File: src/rtl/param_sync_fifo.sv
// param_sync_fifo
// Single-clock FIFO with arbitrary (non power-of-two) depth.
// Features: programmable almost-full/almost-empty thresholds, an occupancy
// count, sticky overflow/underflow flags, synchronous flush, and a
// selectable first-word-fall-through read mode.
//
// Ports
//   clk             clock, all state updates on the rising edge
//   rst_n           asynchronous active-low reset
//   wr_en_i         write request, wdata_i carries the word
//   rd_en_i         read request (pop)
//   flush_i         synchronous clear of pointers and count
//   clr_err_i       synchronous clear of the sticky error flags
//   rdata_o         read data, qualified by rd_valid_o
//   full_o, empty_o, almost_full_o, almost_empty_o   status derived from count
//   count_o         occupancy, 0..DEPTH
//   overflow_o      sticky: write rejected because FIFO full
//   underflow_o     sticky: read rejected because FIFO empty
module param_sync_fifo #(
   parameter int WIDTH     = 4,
   parameter int DEPTH     = 8,
   parameter int AF_THRESH = DEPTH - 1,
   parameter int AE_THRESH = 1,
   parameter int FWFT      = 0
) (
   input  logic                         clk,
   input  logic                         rst_n,
   input  logic                         wr_en_i,
   input  logic [WIDTH-1:0]             wdata_i,
   input  logic                         rd_en_i,
   input  logic                         flush_i,
   input  logic                         clr_err_i,
   output logic [WIDTH-1:0]             rdata_o,
   output logic                         rd_valid_o,
   output logic                         full_o,
   output logic                         empty_o,
   output logic                         almost_full_o,
   output logic                         almost_empty_o,
   output logic [$clog2(DEPTH+1)-1:0]   count_o,
   output logic                         overflow_o,
   output logic                         underflow_o
);

   localparam int CW = $clog2(DEPTH + 1);
   localparam int AW = $clog2(DEPTH);

   if (WIDTH < 1 || DEPTH < 2 || AE_THRESH < 1 || AE_THRESH >= AF_THRESH ||
       AF_THRESH > DEPTH || (FWFT != 0 && FWFT != 1)) begin : g_bad_params
      $error("param_sync_fifo: illegal parameter combination");
   end

   logic [WIDTH-1:0] mem_q [DEPTH];
   logic [AW-1:0]    wptr_q, wptr_d;
   logic [AW-1:0]    rptr_q, rptr_d;
   logic [CW-1:0]    count_q, count_d;
   logic             overflow_q, overflow_d;
   logic             underflow_q, underflow_d;
   logic             rd_accept, wr_accept;
   logic             ovf_set, udf_set;

   assign full_o         = (count_q == CW'(DEPTH));
   assign empty_o        = (count_q == '0);
   assign almost_full_o  = (count_q >= CW'(AF_THRESH));
   assign almost_empty_o = (count_q <= CW'(AE_THRESH));
   assign count_o        = count_q;
   assign overflow_o     = overflow_q;
   assign underflow_o    = underflow_q;

   // flush masks every access, so neither data movement nor errors happen on it.
   assign rd_accept = rd_en_i && !empty_o && !flush_i;
   assign wr_accept = wr_en_i && (!full_o || rd_accept) && !flush_i;
   assign ovf_set   = wr_en_i && full_o && !rd_accept && !flush_i;
   assign udf_set   = rd_en_i && empty_o && !flush_i;

   always_comb begin
      wptr_d      = wptr_q;
      rptr_d      = rptr_q;
      count_d     = count_q;
      overflow_d  = ovf_set ? 1'b1 : (clr_err_i ? 1'b0 : overflow_q);
      underflow_d = udf_set ? 1'b1 : (clr_err_i ? 1'b0 : underflow_q);
      if (flush_i) begin
         wptr_d  = '0;
         rptr_d  = '0;
         count_d = '0;
      end else begin
         // Explicit wrap: DEPTH need not be a power of two.
         if (wr_accept) wptr_d = (wptr_q == AW'(DEPTH - 1)) ? '0 : wptr_q + AW'(1);
         if (rd_accept) rptr_d = (rptr_q == AW'(DEPTH - 1)) ? '0 : rptr_q + AW'(1);
         if (wr_accept && !rd_accept)      count_d = count_q + CW'(1);
         else if (rd_accept && !wr_accept) count_d = count_q - CW'(1);
      end
   end

   always_ff @(posedge clk or negedge rst_n) begin
      if (!rst_n) begin
         wptr_q      <= '0;
         rptr_q      <= '0;
         count_q     <= '0;
         overflow_q  <= 1'b0;
         underflow_q <= 1'b0;
      end else begin
         wptr_q      <= wptr_d;
         rptr_q      <= rptr_d;
         count_q     <= count_d;
         overflow_q  <= overflow_d;
         underflow_q <= underflow_d;
      end
   end

   // Array is cleared on reset so the FWFT output reads 0 out of reset.
   always_ff @(posedge clk or negedge rst_n) begin
      if (!rst_n) begin
         for (int i = 0; i < DEPTH; i++) mem_q[i] <= '0;
      end else if (wr_accept) begin
         mem_q[wptr_q] <= wdata_i;
      end
   end

   if (FWFT == 0) begin : g_std_read
      logic [WIDTH-1:0] rdata_q;
      logic             rd_valid_q;

      always_ff @(posedge clk or negedge rst_n) begin
         if (!rst_n) begin
            rdata_q    <= '0;
            rd_valid_q <= 1'b0;
         end else begin
            if (rd_accept) rdata_q <= mem_q[rptr_q];
            rd_valid_q <= rd_accept;
         end
      end

      assign rdata_o    = rdata_q;
      assign rd_valid_o = rd_valid_q;
   end else begin : g_fwft_read
      assign rdata_o    = mem_q[rptr_q];
      assign rd_valid_o = !empty_o;
   end

endmodule

File: config.mk
export PLATFORM = sky130hd
export DESIGN_NAME = param_sync_fifo
export DESIGN_NICKNAME = d
export VERILOG_FILES = /design/src/rtl/param_sync_fifo.sv
export SDC_FILE = /design/constraint.sdc
export NUM_CORES = 1
export LEC_CHECK = 0
export ABC_CLOCK_PERIOD_IN_PS = 5600
export CAP_MARGIN = 15
export CELL_PAD_IN_SITES_DETAIL_PLACEMENT = 1
export CELL_PAD_IN_SITES_GLOBAL_PLACEMENT = 1
export CORE_MARGIN = 5
export CORE_UTILIZATION = 35
export DETAILED_ROUTE_END_ITERATION = 10
export MAX_ROUTING_LAYER = met4
export PLACE_DENSITY = 0.68
export SETUP_SLACK_MARGIN = 0.05
export SKIP_CTS_REPAIR_TIMING = 1
export SLEW_MARGIN = 20
export SYNTH_ARGS = -nofsm -noshare
export SYNTH_HDL_FRONTEND = slang
export SYNTH_SLANG_ARGS = --single-unit
File: constraint.sdc
create_clock -name clk -period 5.6 [get_ports clk]
set_input_delay 0.56 -clock clk [delete_from_list [all_inputs] [get_ports clk]]
set_output_delay 0.56 -clock clk [all_outputs]
set_load 0.02 [all_outputs]
# Word level (Yosys, flattened, before mapping)

Cells that the tools add are included.

Logic and storage cells: 71
Flip-flop bits (word level): 49
Output and inout port bits: 15
Bits of input ports: 10

Add/subtract/negate cells: 4
Bitwise logic cells: 2
Reductions and logical operators: 24
Eq/ne operators: 3
Order comparisons: 5
Multiplexer cells: 18

Operator list:

| kind                                                              | number |
|---|---|
| bitwise mux 32 bit                                                | 1 |
| 2-to-1 mux 4 bit                                                  | 6 |
| 2-to-1 mux 3 bit                                                  | 6 |
| binary-select mux 4 bit (select 3 bit)                            | 1 |
| demux 4 bit (select 3 bit)                                        | 1 |
| logical AND 1 bit                                                 | 12 |
| greater-or-equal comparator 4 bit, second input constant          | 2 |
| inverter 3 -> 4 bit                                               | 2 |
| nonzero test 2 bit                                                | 4 |
| adder 3 x 1 -> 3 bit, second input constant                       | 2 |
| == test 3 bit, second input constant                              | 2 |
| logical NOT 1 bit                                                 | 5 |
| adder 4 x 1 -> 4 bit, second input constant                       | 1 |
| == test 4 bit, second input constant                              | 1 |
| greater-or-equal comparator 4 x 3 -> 1 bit, second input constant | 1 |
| less-or-equal comparator 4 x 1 -> 1 bit, second input constant    | 1 |
| logical NOT 4 bit                                                 | 1 |
| < comparator 4 x 1 -> 1 bit, second input constant                | 1 |
| subtractor 4 x 1 -> 4 bit, second input constant                  | 1 |
| 2-to-1 mux 1 bit                                                  | 3 |
| nonzero test 3 bit                                                | 1 |
| logical OR 1 bit                                                  | 1 |

# Longest topological paths before layout

Gate-level depths: netlist (run 1).

Depth after elaboration: 12
Depth in mapped cells: 8
Depth with buffers taken out: 7

# Least setup slack after synthesis (run 1)

No wires, ideal clock.

Path type: flip-flop to output port
From: reg count_q[1], in the netlist count_o[1]
To: out empty_o
Slack: 3.612 ns
Data required time: 5.040 ns
Cell stages (with the launch flop): 6
Arrival time: 1.428 ns
Path buffers: 1
Path through: dfrtp_1 inv_1 ha_1 or3b_1 buf_6 inv_4

Longest elaborated chain between the ends: 1

Ends and longest elaborated chain:

| element                  | RTL line | source |
|---|---|---|
| start: declaration       | 55       | `logic [CW-1:0] count_q, count_d;` |
| start signal: assignment | 104      | `count_q <= count_d;` |
| logical NOT 4 bit        | 62       | `assign empty_o = (count_q == '0);` |
| end: declaration         | 36       | `output logic empty_o,` |

No other way between the ends.

# Final worst setup path (run 1)

Same ends and word-level chain as after synthesis.

==> flow_summary.toml, run 1 <==
[outcome]
status = "finished clean"

[routing]
drc_errors = 0
wirelength_um = 5190
ant_nets = 0
wl_per_cell_um = 16.0
dr_total_vias = 1595
via_per_inst = 4.91
drt-pass1-iter-count = 4
drt_iter0_markers = 62

[floorplan]
die_w_um = 95.3
io_pins = 25
core-area_um2 = 7180
initial_core_util = 0.355
rows = 31
die_h_um = 95.3
dieArea_um2 = 9090

[cts]
clk_latency_ns = 0.31
clk_pin_slew_ns = 0.09
ctsRootBufferMaster = "clkbuf_8"
cts_buffer_depth = 2
cts_tree = "built"
cts_sinks = 49
htree_levels = 2
cts_made_buffers = 5

[timing]
fin_tns_setup_ns = 0
hold_viol_final = 0
worstMarginPinSlew_ns = 0.988
fmax_mhz = 336
finClkSkew_ns = 0.00855
final.period_utilization = 0.531
rsz0062_at_grt = "no"
post-route-min-period_ns = 2.98
layout_setup_ws_ns = 2.62
slew_viol_final = 0
relSlewSlack = 0.341
setup_violations = 0

[logic_synthesis]
seq_area_frac_synth = 0.481
syn_inst = 204
synth_flop_cell = "dfrtp_1"
postSynthAreaPerCell_um2 = 12.5
yosys_warnings = 0
synth_mux_area_frac = 0.247
yosys.area_share.xor_xnor = 0.0137
synth_cell_types = 50
synthSimpleGateAreaFrac = 0.112
synthAdderAreaFrac = 0.0295
ys_seq_elements = 49
synth_compound_area_frac = 0.0727
netlist_area_um2 = 2550
synth-edff-count = 0
postSynth.asyncResetShare = 1.00
synth_top_family_by_area = "multiplexers"
synthesis.nets = 220

[global_route]
grt_max_degree = 50
grt_overflow_total = 0
grt_pass1_vias = 1666
antenna_found_initial = 0
grt_pass1_wl_um = 9030
grtUsageTotal = 0.132

[worst_setup_path]
startpoint_type = "register"
cpPeakStageDelay_ns = 0.60
critPathSlowestCell = "clkdlybuf4s50_1"
cp.required_ns = 5.04
crit_path_max_fanout = 8
crit_arrival_ns = 2.42
worstSetupEndpointType = "output port"
path_class = "register to output port"
cp_cell_sequence = "inv_1 -> ha_1 -> or3b_1 -> inv_4 -> clkdlybuf4s50_1"

[placed_design]
io_buffers = 24
place_congestion = 0.781
hpwl_um = 3700
dpl_worst_slack_ns = 2.87

[power_and_ir_drop]
p_leak_nw = 1.31
ir_drop_mv = 0.106
p_per_area_nw_per_um2 = 440

[layout]
syn_to_final_growth_pct = 15.9
final_cell_mix = "49 x dfrtp_1, 32 x mux2_2, 23 x clkdlybuf4s50_1"
drive_above_1_share = 0.257
ff_latch_area_um2 = 1230
layout_commonest_cell = "dfrtp_1"
multi_input_area_um2 = 1210
diodes = 0
nets = 241
nFillCells = 769

[worst_hold_path]
hp-class = "input port to async pin"

[job]
drv_cap = 0
==> cells in the mapped netlist (all sizes together) (3+ instances only) <==
| master | instances | area [um2] |
|---|---|---|
| mux2i | 18 | 180 |
| nand2 | 10 | 37.5 |
| a21oi | 4 | 23.8 |
| buf | 7 | 58.8 |
| nand3 | 4 | 20.0 |
| mux2 | 32 | 360 |
| nand2b | 3 | 18.8 |
| xor2 | 3 | 26.3 |
| nor2 | 10 | 37.5 |
| inv | 9 | 36.3 |
| dfrtp | 49 | 1230 |
| ha | 6 | 75.1 |
| nor3 | 6 | 35.0 |
| clkbuf | 4 | 15.0 |
| o21ai | 5 | 25.0 |
| nand3b | 3 | 35.0 |
| mux4 | 4 | 90.1 |
==> critical path: cells and delay by family, from the launching register on <==
kind | cells | cell delay [ns]
DFF | 1 | 0.49
adders and majority gates | 1 | 0.28
buffers and inverters | 3 | 0.82
and+or+nand+nor | 1 | 0.51
==> registers in the layout, indices dropped and copies added, names as in the netlist <==
| name | cells |
|---|---|
| wptr_q | 3 |
| count_o | 4 |
| rptr_q | 3 |
| mem_q | 32 |
| rd_valid_o | 1 |
| overflow_o | 1 |
| underflow_o | 1 |
| rdata_o | 4 |
==> through the flow <==
step,utilization,std cells,cell area [um2],power [mW],hold WS [ns]
2_1_floorplan,-,204,2550,0.907,0.264
3_3_place_gp,0.396,317,2840,1.04,0.460
3_5_place_dp,0.396,317,2840,1.06,0.473
4_1_cts,0.412,325,2950,1.32,0.374
5_1_grt,0.412,325,2950,1.39,0.407
6_report,0.412,325,2950,1.30,0.342
==> cells by family after synthesis <==
logic type / Yosys count
XOR/XNOR: 4
adder cells (fa/ha/maj): 6
AO/OA/AOI/OAI: 23
AND/OR/NAND/NOR: 48
multiplexers: 54
buffers and inverters: 20
flip-flops: 49
==> routing by layer <==
metal  wire length (um)  vias to the layer above  global-route usage
li1                   -                      769                   -
met1               2640                      800               0.200
met2               2340                       21               0.181
met3                150                        5              0.0189
met4                 64                        0              0.0397
met5                  0                        -                   -
==> report_power, final <==
part | internal [mW] | switching, mW
Clock | 0.134 | 0.126
Sequential | 0.444 | 0.106
Combinational | 0.265 | 0.225
==> area by class of cell <==
class,count,area share
Clock inverter,3,0.0148
Clock buffer,5,0.0233
Timing Repair Buffer,25,0.0822
Sequential cell,49,0.415
Multi-Input combinational cell,135,0.410
Inverter,9,0.0123
Tap cell,99,0.0419
==> worst paths after layout <==
| check | start | to | slack [ns] | cells past startpoint |
|---|---|---|---|---|
| max | count_o[1] | empty_o | 2.62 | 5 |
| min | rst_n | wptr_q[0] | 0.34 | 2 |
| max reg2reg | count_o[1] | count_o[1] | 3.43 | 7 |
| min reg2reg | rdata_o[1] | rdata_o[1] | 0.49 | 2 |
| max in group asynchronous | rst_n | mem_q[20] | 4.84 | 2 |
| min in group clk | rdata_o[1] | rdata_o[1] | 0.49 | 2 |
No activity file was read; power rests on OpenSTA's default activity.
==> inputs of run 2 (changes only) <==
--- a/config.mk
+++ b/config.mk
@@ -5,7 +5,7 @@
 export SDC_FILE = /design/constraint.sdc
 export NUM_CORES = 1
 export LEC_CHECK = 0
-export ABC_CLOCK_PERIOD_IN_PS = 5600
+export ABC_CLOCK_PERIOD_IN_PS = 2900
 export CAP_MARGIN = 15
 export CELL_PAD_IN_SITES_DETAIL_PLACEMENT = 1
 export CELL_PAD_IN_SITES_GLOBAL_PLACEMENT = 1
==> constraint.sdc (replaced) <==
create_clock -name clk -period 2.9 [get_ports clk]
set_input_delay 0.29 -clock clk [delete_from_list [all_inputs] [get_ports clk]]
set_output_delay 0.29 -clock clk [all_outputs]
set_load 0.02 [all_outputs]
==> flow_summary.toml, run 2 (synthesis results as in run 1) <==
[layout]
nets = 243
drive_above_1_share = 0.259
max_flop_register = "mem_q"
diodes = 0
fin_area_um2 = 2940
largest_reg_flops = 32
layout_commonest_cell = "dfrtp_1"
final_cell_mix = "49 x dfrtp_1, 32 x mux2_2, 23 x clkdlybuf4s50_1"
syn_to_final_growth_pct = 15.5

[routing]
drc_errors = 0
drt_iter0_markers = 56
via_per_inst = 4.96
drt-pass1-iter-count = 4
dr_total_vias = 1621
wl_per_cell_um = 15.9
ant_nets = 0
wirelength_um = 5210

[floorplan]
core-area_um2 = 7180
die_w_um = 95.3
die_h_um = 95.3
dieArea_um2 = 9090
initial_core_util = 0.355
rows = 31
io_pins = 25

[cts]
cts_buffer_depth = 2
clk_latency_ns = 0.30
cts_made_buffers = 5
cts_sinks = 49
ctsRootBufferMaster = "clkbuf_8"
clk_pin_slew_ns = 0.08
cts_tree = "built"
htree_levels = 2

[timing]
final.period_utilization = 0.914
worstMarginPinSlew_ns = 0.629
setup_violations = 0
post-route-min-period_ns = 2.65
hold_viol_final = 0
finClkSkew_ns = 0.00819
fmax_mhz = 377
rsz0062_at_grt = "no"
relSlewSlack = 0.580
slew_viol_final = 0
fin_tns_setup_ns = 0

[worst_setup_path]
critPathSlowestCell = "clkdlybuf4s50_1"
crit_path_max_fanout = 8
path_class = "register to output port"
rr_startpoint = "count_o[1]"
crit_buf_inv = 3
cp_top_family = "buffers and inverters"
cpPeakStageDelay_ns = 0.60
startpoint_type = "register"
worstSetupEndpointType = "output port"
critPathLaunch = "count_o[1]"
crit_arrival_ns = 2.36
cp_cell_sequence = "inv_1 -> ha_1 -> or3b_1 -> inv_4 -> clkdlybuf4s50_1"
cp.required_ns = 2.61

[power_and_ir_drop]
p_per_area_nw_per_um2 = 822
p_leak_nw = 1.30
ir_drop_mv = 0.190

[global_route]
antenna_found_initial = 0
grt_overflow_total = 0
grt_pass1_vias = 1642
grtUsageTotal = 0.129
grt_pass1_wl_um = 8740
grt_max_degree = 50

[worst_hold_path]
hp-class = "input port to async pin"

[placed_design]
place_congestion = 0.756
hpwl_um = 3710
place_area_um2 = 2860
io_buffers = 24

[outcome]
status = "finished clean"

[job]
drv_cap = 0
==> run 2: cell count changes in the layout (fill, tap and decap cells not counted), sizes merged <==
cell	before	now
clkbuf	5	6
inv	10	9
clkinvlp	0	2
clkinv	1	0
bufinv	1	0
buf	2	4
==> run 2: layer usage <==
metal,share of wire,global-route usage
met2,0.45,0.181
met4,0.0092,0.0397
met5,0,-
met3,0.031,0.0245
met1,0.51,0.188
==> run 2: path summary, 6_finish.rpt <==
| path | slack (ns) | cells past startpoint | end |
|---|---|---|---|
| worst max-delay path | 0.25 | 5 | empty_o |
| worst min register to register | 0.49 | 2 | rdata_o[1] |
| worst min-delay path | 0.08 | 2 | count_o[0] |
| min in group clk | 0.49 | 2 | rdata_o[1] |
| worst max register to register | 0.80 | 7 | count_o[1] |
| max in group asynchronous | 2.39 | 2 | mem_q[11] |
==> run 2: cell type report <==
| type | instances | area [um2] |
|---|---|---|
| well taps | 99 | 124 |
| inverters | 9 | 36.3 |
| repair buffers | 27 | 258 |
| clock buffers | 6 | 72.6 |
| clock inverters | 2 | 15.0 |
| fillers | 794 | 4230 |
| flip-flops and latches | 49 | 1230 |
| multi-input cells | 135 | 1210 |
==> run 2: power breakdown <==
group          total, mW  internal [mW]  switching, mW
registers           1.01          0.859          0.151
logic               1.01          0.516          0.492
clock network      0.401          0.170          0.230
==> run 2: metrics by stage <==
stage               setup WS, ns  cells  power (mW)  hold slack [ns]   util
finish                     0.251    327        2.42           0.0791  0.410
global route               0.132    327        2.59            0.131  0.410
CTS                        0.211    327        2.45            0.105  0.410
detailed placement         0.564    319        2.05            0.437  0.398
global placement           0.640    319        2.02            0.446  0.398
floorplan                  0.913    204        1.75         -0.00559      -
